[src/rtl/stopwatch_pkg.sv]
// Shared types and constants for the BCD stopwatch counter.
package stopwatch_pkg;

  typedef enum logic [1:0] {
    IDLE  = 2'd0,
    RUN   = 2'd1,
    PAUSE = 2'd2
  } sw_state_t;

  typedef struct packed {
    logic [2:0] min_tens;
    logic [3:0] min_ones;
    logic [2:0] sec_tens;
    logic [3:0] sec_ones;
    logic [3:0] tenths;
  } bcd_time_t;

  localparam logic [3:0] BCD_MAX      = 4'd9;
  localparam logic [2:0] SEC_TENS_MAX = 3'd5;

endpackage

[src/rtl/tick_edge_sync.sv]
// Brings the slow tick square wave into the iclk domain and emits a
// one-cycle pulse per rising edge.
module tick_edge_sync #(
  parameter int SYNC_STAGES = 2
) (
  input  logic iclk,
  input  logic reset,
  input  logic tick_in,
  output logic tick_edge
);

  logic [SYNC_STAGES-1:0] sync_q;
  logic                   hist_q;

  always_ff @(posedge iclk) begin
    if (reset) begin
      sync_q <= '0;
      hist_q <= 1'b0;
    end else begin
      sync_q <= {sync_q[SYNC_STAGES-2:0], tick_in};
      hist_q <= sync_q[SYNC_STAGES-1];
    end
  end

  assign tick_edge = sync_q[SYNC_STAGES-1] & ~hist_q;

endmodule

[src/rtl/stopwatch_tick_counter.sv]
// MM:SS.t BCD stopwatch advanced by synchronised 10 Hz tick edges.
// Define STOPWATCH_LAP_EN to add the lap/lap_hold frozen-display feature.
module stopwatch_tick_counter
  import stopwatch_pkg::*;
#(
  parameter int SYNC_STAGES  = 2,
  parameter int MAX_MIN_TENS = 5
) (
  input  logic       iclk,
  input  logic       reset,
  input  logic       tick_in,
  input  logic       start_stop,
  input  logic       clear,
`ifdef STOPWATCH_LAP_EN
  input  logic       lap,
  output logic       lap_hold,
`endif
  output logic [3:0] tenths,
  output logic [3:0] sec_ones,
  output logic [2:0] sec_tens,
  output logic [3:0] min_ones,
  output logic [2:0] min_tens,
  output logic       running,
  output logic       rollover
);

  localparam logic [2:0] MIN_TENS_MAX = 3'(MAX_MIN_TENS);

  logic      tick_edge;
  sw_state_t state_q, state_d;
  bcd_time_t cnt_q, cnt_d, cnt_inc, disp;
  logic      roll_q, roll_d;
  logic      inc, c1, c2, c3, c4, wrap;

  tick_edge_sync #(.SYNC_STAGES(SYNC_STAGES)) u_sync (
    .iclk      (iclk),
    .reset     (reset),
    .tick_in   (tick_in),
    .tick_edge (tick_edge)
  );

  // Increment decision uses the current state, so a tick coinciding with
  // start_stop counts when leaving RUN but not when entering it.
  always_comb begin
    inc  = tick_edge && (state_q == RUN);
    c1   = (cnt_q.tenths == BCD_MAX);
    c2   = c1 && (cnt_q.sec_ones == BCD_MAX);
    c3   = c2 && (cnt_q.sec_tens == SEC_TENS_MAX);
    c4   = c3 && (cnt_q.min_ones == BCD_MAX);
    wrap = inc && c4 && (cnt_q.min_tens == MIN_TENS_MAX);
    cnt_inc = cnt_q;
    if (inc) begin
      cnt_inc.tenths = c1 ? 4'd0 : cnt_q.tenths + 4'd1;
      if (c1) cnt_inc.sec_ones = c2 ? 4'd0 : cnt_q.sec_ones + 4'd1;
      if (c2) cnt_inc.sec_tens = c3 ? 3'd0 : cnt_q.sec_tens + 3'd1;
      if (c3) cnt_inc.min_ones = c4 ? 4'd0 : cnt_q.min_ones + 4'd1;
      if (c4) cnt_inc.min_tens = (cnt_q.min_tens == MIN_TENS_MAX) ? 3'd0
                                                                  : cnt_q.min_tens + 3'd1;
    end
  end

  always_comb begin
    state_d = state_q;
    cnt_d   = cnt_inc;
    roll_d  = wrap;
    case (state_q)
      IDLE:    if (start_stop) state_d = RUN;
      RUN:     if (start_stop) state_d = PAUSE;
      PAUSE:   if (start_stop) state_d = RUN;
      default: state_d = IDLE;
    endcase
    if (clear) begin
      state_d = IDLE;
      cnt_d   = '0;
      roll_d  = 1'b0;
    end
  end

  always_ff @(posedge iclk) begin
    if (reset) begin
      state_q <= IDLE;
      cnt_q   <= '0;
      roll_q  <= 1'b0;
    end else begin
      state_q <= state_d;
      cnt_q   <= cnt_d;
      roll_q  <= roll_d;
    end
  end

`ifdef STOPWATCH_LAP_EN
  logic      hold_q, hold_d;
  bcd_time_t snap_q, snap_d;

  // Snapshot is taken only when hold turns on; leaving RUN beats a lap pulse.
  always_comb begin
    hold_d = hold_q;
    snap_d = snap_q;
    if (state_q == RUN && lap) begin
      hold_d = ~hold_q;
      if (!hold_q) snap_d = cnt_q;
    end
    if ((state_q == RUN && start_stop) || clear) hold_d = 1'b0;
  end

  always_ff @(posedge iclk) begin
    if (reset) begin
      hold_q <= 1'b0;
      snap_q <= '0;
    end else begin
      hold_q <= hold_d;
      snap_q <= snap_d;
    end
  end

  assign disp     = hold_q ? snap_q : cnt_q;
  assign lap_hold = hold_q;
`else
  assign disp = cnt_q;
`endif

  assign tenths   = disp.tenths;
  assign sec_ones = disp.sec_ones;
  assign sec_tens = disp.sec_tens;
  assign min_ones = disp.min_ones;
  assign min_tens = disp.min_tens;
  assign running  = (state_q == RUN);
  assign rollover = roll_q;

endmodule

[config.mk]
export PLATFORM = sky130hd
export DESIGN_NAME = stopwatch_tick_counter
export DESIGN_NICKNAME = d
export VERILOG_FILES = /design/src/rtl/stopwatch_pkg.sv /design/src/rtl/tick_edge_sync.sv /design/src/rtl/stopwatch_tick_counter.sv
export SDC_FILE = /design/constraint.sdc
export NUM_CORES = 1
export LEC_CHECK = 0
export ABC_AREA = 1
export CAP_MARGIN = 20
export CORE_UTILIZATION = 54
export DETAILED_ROUTE_END_ITERATION = 7
export PLACE_DENSITY = 0.83
export RECOVER_POWER = 25
export SYNTH_ARGS = -nofsm -noshare
export SYNTH_HDL_FRONTEND = slang
export SYNTH_SLANG_ARGS = --single-unit
export TNS_END_PERCENT = 10
[constraint.sdc]
create_clock -name iclk -period 4 [get_ports iclk]
set_clock_uncertainty 0.15 [all_clocks]
set_input_delay 1.2 -clock iclk [delete_from_list [all_inputs] [get_ports iclk]]
set_output_delay 1.2 -clock iclk [all_outputs]
set_load 0.02 [all_outputs]
# Word-level counts from Yosys, hierarchy flattened
# Index checks and enable logic that the tools add are counted.
[classes]
n_eq_ne = 9
add_sub_neg = 5
n_mux = 8
bitwise_logic = 2
n_reduce_logical = 14
[op_table]
columns = ["op", "count"]
rows = [
  ["4-bit by 1-bit adder with 4-bit output (second input constant)", 3],
  ["4-bit == test (second input constant)", 3],
  ["4-bit 2-to-1 mux", 3],
  ["2-bit AND reduction", 5],
  ["3-bit by 1-bit adder with 3-bit output (second input constant)", 2],
  ["3-bit == test (second input constant)", 2],
  ["1-bit logical AND", 6],
  ["3-bit 2-to-1 mux", 2],
  ["2-bit 2-to-1 mux", 2],
  ["2-bit one-hot mux with 2 select lines", 1],
  ["2-bit OR reduction", 2],
  ["2-bit by 1-bit == test with 1-bit output (second input constant)", 1],
  ["2-bit == test (second input constant)", 1],
  ["2-bit logical NOT", 1],
  ["2-bit by 1-bit inequality test with 1-bit output (second input constant)", 1],
  ["2-bit inequality test (second input constant)", 1],
  ["1-bit AND", 1],
  ["1-bit NOT", 1],
]
[word_totals]
out_inout_bits = 20
regBits = 24
wordCells = 47
input_bits = 5

# Longest topological paths before layout
# Gate-level depths: netlist (run 1).
[depth]
ltp_word = 6
depth_mapped = 9

# Hierarchy
# Synthesis (run 1) repeated with hierarchy kept, for this count alone.
[unflattened]
hier_cells = 163
hier_area_um2 = 1208.7
[by_module_without_submodules]
columns = ["module", "area_per_inst_um2", "seq_area_each_um2", "n_inst", "cells_per_inst"]
rows = [
  ["stopwatch_tick_counter", 1122.3, 420.4, 1, 153],
  ["tick_edge_sync", 86.3, 60.1, 1, 10],
]

# Worst setup path before layout (run 1)
# Ideal clock, no wire load.
[synth_path]
kind = "input to register"
start = "input port clear"
end = "register cnt_q, in the netlist tenths[3]"
stages = 4
required_time_ns = 3.772
n_path_buf = 1
setup_ns = 0.078
path_slack_ns = 1.985
arrival_time_ns = 1.788
cell_sequence = "nor2_1 > buf_2 > nand2_1 > nor3_1"
[synth_via]
elab_chain_cells = 1
[synth_rtl]
columns = ["item", "line", "text"]
rows = [
  ["start, declared", "stopwatch_tick_counter.sv:13", "input logic clear,"],
  ["2-bit OR reduction (no source line)", "n/a", ""],
  ["end signal, assigned", "stopwatch_tick_counter.sv:86", "cnt_q <= cnt_d;"],
  ["end, declared", "stopwatch_tick_counter.sv:31", "bcd_time_t cnt_q, cnt_d, cnt_inc, disp;"],
]
# No other way between the ends.
# A chain may end at the register's enable or synchronous reset.

# Final worst setup path (run 1)
[layout_path]
start = "input port reset"
end = "register cnt_q, in the netlist min_ones[3]"
[layout_via]
elab_chain_cells = 1
[layout_rtl]
columns = ["item", "line", "text"]
rows = [
  ["start, declared", "stopwatch_tick_counter.sv:10", "input logic reset,"],
  ["2-bit OR reduction (no source line)", "n/a", ""],
]
# No other way between the ends.

==> results of run 1 <==
[critical path, cell delays in order]
cell	delay, ns
dlygate4sd3_1	0.59
nor2_1	0.62
inv_2	0.23
a21oi_1	0.20
o21a_1	0.14
nand3_1	0.06
nand2_1	0.07
[metrics by stage]
| step | power, mW | setup slack [ns] | cells | hold WS, ns |
|---|---|---|---|---|
| finish | 0.4343 | 1.023 | 233 | 0.2737 |
| global route | 0.4542 | 0.9021 | 233 | 0.3143 |
| CTS | 0.4409 | 1.074 | 233 | 0.2754 |
| detailed placement | 0.2659 | 0.8341 | 229 | 0.2564 |
| global placement | 0.2653 | 0.9171 | 229 | 0.2426 |
| floorplan | 0.2582 | 1.985 | 178 | 0.2383 |
[final timing paths]
path,from,end,slack [ns],cells after the start
worst max-delay path,reset,min_ones[3]$_SDFFE_PP0P_,1.02,7
worst min-delay path,u_sync.sync_q[0]$_SDFF_PP0_,u_sync.sync_q[1]$_SDFF_PP0_,0.27,2
worst max register to register,sec_ones[0]$_SDFFE_PP0P_,min_tens[2]$_SDFFE_PP0P_,2.38,8
worst min register to register,u_sync.sync_q[0]$_SDFF_PP0_,u_sync.sync_q[1]$_SDFF_PP0_,0.27,2
[registers in the layout, summed over array words and instances, names as in the netlist]
| signal | count |
|---|---|
| min_ones | 4 |
| sec_ones | 4 |
| tenths | 4 |
| min_tens | 3 |
| sec_tens | 3 |
| state_q | 2 |
| u_sync.sync_q | 2 |
| rollover | 1 |
| u_sync.hist_q | 1 |
[power breakdown]
part           internal [mW]  switching (mW)  leakage (nW)
logic                0.00718          0.0112         0.468
registers              0.241        0.000883         0.194
clock network          0.101          0.0725        0.0279
[synth_stat cells]
cell	n
nand2_1	45
inv_1	30
dfxtp_1	24
nor2_1	23
a21oi_1	8
nand3_1	7
nand4_1	7
ha_1	6
nor3_1	5
o21ai_0	4
inv_2	2
nor2_4	2
a211oi_1	1
buf_2	1
nand2_2	1
nand2_4	1
nand3_2	1
nand3_4	1
nor2_2	1
nor2_8	1
nor3_2	1
nor3_4	1
nor3b_1	1
nor3b_2	1
o21a_1	1
o21ai_1	1
xor2_1	1
[layout make-up]
type	instances	area, um^2
Clock buffer	3	22.52
Clock inverter	1	30.03
Fill cell	178	620.6
Inverter	32	120.1
Multi-Input combinational cell	121	663.1
Sequential cell	24	480.5
Tap cell	28	35.03
Timing Repair Buffer	24	240.2
[kinds of logic (layout without fill, tap and decap cells)]
family | after synthesis | in the layout | share of synthesized area [%]
flip-flops | 24 | 24 | 37.87
AO/OA/AOI/OAI | 15 | 15 | 6.312
adder cells (fa/ha/maj) | 6 | 6 | 5.917
buffers and inverters | 33 | 60 | 9.862
XOR/XNOR | 1 | 1 | 0.6905
AND/OR/NAND/NOR | 99 | 99 | 39.35
[layout by cell type, fill, tap and decap left out, types with 2 or more instances in the layout]
| cell | synthesis | layout |
|---|---|---|
| a21oi_1 | 8 | 8 |
| clkbuf_4 | 0 | 3 |
| clkdlybuf4s50_1 | 0 | 22 |
| dfxtp_1 | 24 | 24 |
| dlygate4sd3_1 | 0 | 2 |
| ha_1 | 6 | 6 |
| inv_1 | 30 | 30 |
| inv_2 | 2 | 2 |
| nand2_1 | 45 | 45 |
| nand3_1 | 7 | 7 |
| nand4_1 | 7 | 7 |
| nor2_1 | 23 | 23 |
| nor2_4 | 2 | 2 |
| nor3_1 | 5 | 5 |
| o21ai_0 | 4 | 4 |
[per-layer routing]
| layer | GRT usage, % | up-vias | wire length [um] |
|---|---|---|---|
| li1 | - | 609 | - |
| met1 | 27.02 | 549 | 1153 |
| met2 | 40.89 | 29 | 1318 |
| met3 | 6.364 | 4 | 113 |
| met4 | 10.19 | 0 | 32 |
| met5 | 0 | - | 0 |
==> out/metrics.cfg, run 1 <==
[routing]
drc = 0
routedWlPerCell_um = 11.24
via_per_inst = 5.112
drt_iter0_markers = 26
wl_mm = 2.618
ant_nets = 0
vias = 1191
firstDrtPassIters = 4

[global_routing]
grt_pass1_vias = 1080
grt_use_total_pct = 23.62
grt_overflow_total = 0
grt_pass1_wl_mm = 4.464
grt_max_degree = 15
antenna_found_initial = 0

[finish]
drive_gt1_share_pct = 8.293
stdcell_area_um2 = 1592
area_growth_pct = 25.44
fin_util_pct = 71.95
nNetsFinal = 217
num_antenna_cells = 0

[setup_path]
start_kind = input pin
cp.arrival_ns = 3.11
cp_data_required_time_ns = 4.13
critPathMaxFanout = 12
crit_type = in2reg
endpoint_kind = register

[timing]
period_share_pct = 74.42
setup_viol = 0
rsz0062_at_grt = no
fmaxAchievable_ghz = 0.3360
fin_setup_tns_ns = 0
tightest_slew_ns = 0.7832
hold_violations = 0
period_needed_ns = 2.977
slew_viol_final = 0
slew_headroom_pct = 47.59

[placed_design]
gp_congestion = 0.8777
placed_cell_area_um2 = 1539
port_buffers = 24
dp_hpwl_mm = 1.958

[flow_run]
cap_viol_max_count = 0

[synth]
yosysWarningCount = 0
ys_types = 27
synth_area_per_cell_um2 = 7.128
synthesis.area_um2 = 1269
yosysTopAreaCellShare_pct = 37.87
yosys.area.top_type = dfxtp_1
ys_seq_elements = 24
seq_area_frac_synth_pct = 37.87
synth.area.top_cells = dfxtp_1 (38%), nand2_1 (13%), inv_1 (8.9%), nor2_1 (6.8%), ha_1 (5.9%)
netlist_instances = 178
syn_nets = 189

[clocking]
root_buffer = clkbuf_4
cts-buffers-inserted = 3
cts_htree_levels = 1
clock-sinks = 24
clkTransAtPathRegs_ns = 0.13
cts_setup_buffers = 0
cts_resized = 0
clk_latency_ns = 0.32
cts-hold-fix-buffers = 0
cts_tree = done
clk_path_buf_depth = 2

[floorplanning]
start_util_pct = 57.35
io-pin-count = 25
die_h_um = 50.47
core_um2 = 2212
fp-row-count = 17
die-area_um2 = 2547
die_w_um = 50.47

[outcome]
outcome = complete, no violations

[worst_hold_path]
min_path_type = reg2reg

[pwr]
p_per_area_nw_per_um2 = 272.9
vdd_drop_max_mv = 0.2364
p_leak_nw = 0.6902

Power figures use the tool's default switching activity.
==> run 2: changes to the inputs <==
Settings changed: CORE_UTILIZATION 54 to 45, PLACE_DENSITY 0.83 to 0.74.
Clock period 4 ns to 2.7 ns, I/O delays scaled along.
==> run 2 against run 1 <==
Effect of this change:
- routed wire length down 6.1%
- register-to-register slack worse by 1.3 ns
- combinational power up 47%
- via count down 2.1%
- first-iteration DRC count unchanged
- largest power group unchanged
==> out/metrics.cfg, run 2 (synthesis results as in run 1) <==
[outcome]
outcome = complete, no violations

[placed_design]
dp_slack_ns = 0.5210
port_buffers = 24
gp_congestion = 0.8035
dp_hpwl_mm = 1.900

[floorplanning]
die_w_um = 55.10
die_h_um = 55.10
io-pin-count = 25
die-area_um2 = 3035
start_util_pct = 49.42
fp-row-count = 18
core_um2 = 2567

[finish]
most-common-layout-cells = nand2_1 (45), inv_1 (31), dfxtp_1 (24)
drive_gt1_share_pct = 7.282
num_antenna_cells = 0
nNetsFinal = 218
area_growth_pct = 24.26
layout.cells.most_common = nand2_1
filler_cell_count = 253

[timing]
setup_viol = 0
tightest_slew_ns = 0.4875
hold_violations = 0
slew_headroom_pct = 67.50
period_share_pct = 92.84
rsz0062_at_grt = no
slew_viol_final = 0
period_needed_ns = 2.507
setup_ws_ns = 0.1933
fin_setup_tns_ns = 0
fmaxAchievable_ghz = 0.3989

[global_routing]
grt_pass1_wl_mm = 4.071
antenna_found_initial = 0
grt_overflow_total = 0
grt_use_total_pct = 18.85
grt_pass1_vias = 1036
grt_max_degree = 14

[setup_path]
endpoint_kind = output pin
crit_type = reg2out
cp_data_required_time_ns = 1.74
cpMaxStageDelayCell = clkdlybuf4s50_1
start_kind = register
cp.arrival_ns = 1.55
path_cells = nand2_2, inv_1, clkdlybuf4s50_1
critPathMaxFanout = 3
cp_slowest_stage_delay_ns = 0.61
crit_family = buffers and inverters
worst-path-buf-inv = 2

[clocking]
cts_tree = done
cts-hold-fix-buffers = 0
clkTransAtPathRegs_ns = 0.13
cts_htree_levels = 1
cts-buffers-inserted = 3
clk_latency_ns = 0.31
cts_resized = 0
root_buffer = clkbuf_4
clk_path_buf_depth = 2
cts_setup_buffers = 0
clock-sinks = 24

[pwr]
p_per_area_nw_per_um2 = 365.3
p_leak_nw = 0.6799
vdd_drop_max_mv = 0.3124

[routing]
drt_iter0_markers = 26
via_per_inst = 4.941
drc = 0
wl_mm = 2.457
ant_nets = 0
routedWlPerCell_um = 10.41
vias = 1166
firstDrtPassIters = 4

[worst_hold_path]
min_path_type = reg2reg

[flow_run]
cap_viol_max_count = 0

-- run 2: worst paths after layout --
check | from | to | slack (ns) | cells after the start
max | state_q[0]$_SDFFE_PP0P_ | running | 0.19 | 3
max reg2reg | sec_ones[0]$_SDFFE_PP0P_ | min_tens[2]$_SDFFE_PP0P_ | 1.10 | 8
min reg2reg | u_sync.sync_q[0]$_SDFF_PP0_ | u_sync.sync_q[1]$_SDFF_PP0_ | 0.27 | 2
min | u_sync.sync_q[0]$_SDFF_PP0_ | u_sync.sync_q[1]$_SDFF_PP0_ | 0.27 | 2
-- run 2: power breakdown --
group	switching, mW	total (mW)	internal [mW]	leakage, nW
logic	0.0163	0.0271	0.0108	0.465
registers	0.00138	0.359	0.357	0.194
clock network	0.108	0.190	0.0824	0.0210
total	0.126	0.576	0.450	0.680
-- run 2: routing by layer --
| metal | share of wire, % | vias up | global-route usage, % |
|---|---|---|---|
| met5 | 0 | - | 0 |
| met4 | 0.85 | 0 | 8.333 |
| met3 | 3.4 | 4 | 3.005 |
| met2 | 50 | 25 | 34.34 |
| met1 | 46 | 523 | 21.37 |
| li1 | - | 614 | - |
-- run 2: stage by stage --
stage	instance area (um^2)	total power [mW]	hold WS [ns]	util (%)	instances
after global routing	1577	0.6042	0.2966	61.40	236
after floorplan	1269	0.3825	0.2383	-	178
after global placement	1549	0.3941	0.2431	60.33	232
final	1577	0.5760	0.2692	61.40	236
after detailed placement	1549	0.3950	0.2547	60.33	232
after CTS	1585	0.5868	0.2746	61.74	236
-- run 2: worst reg2reg max path, stage by stage, from the launching register on --
cell,delay (ns)
dfxtp_1,0.42
ha_1,0.22
nand3_4,0.14
inv_1,0.11
nand2_1,0.06
nor2_1,0.19
nand4_1,0.12
nand2_1,0.08
nor2_1,0.04
-- run 2: area by class of cell --
class	count	area, um^2	share of cell area (%)
Inverter	32	120.1	7.619
Clock buffer	4	36.28	2.302
Sequential cell	24	480.5	30.48
Timing Repair Buffer	25	244.0	15.48
Tap cell	30	37.54	2.381
Multi-Input combinational cell	121	658.1	41.75
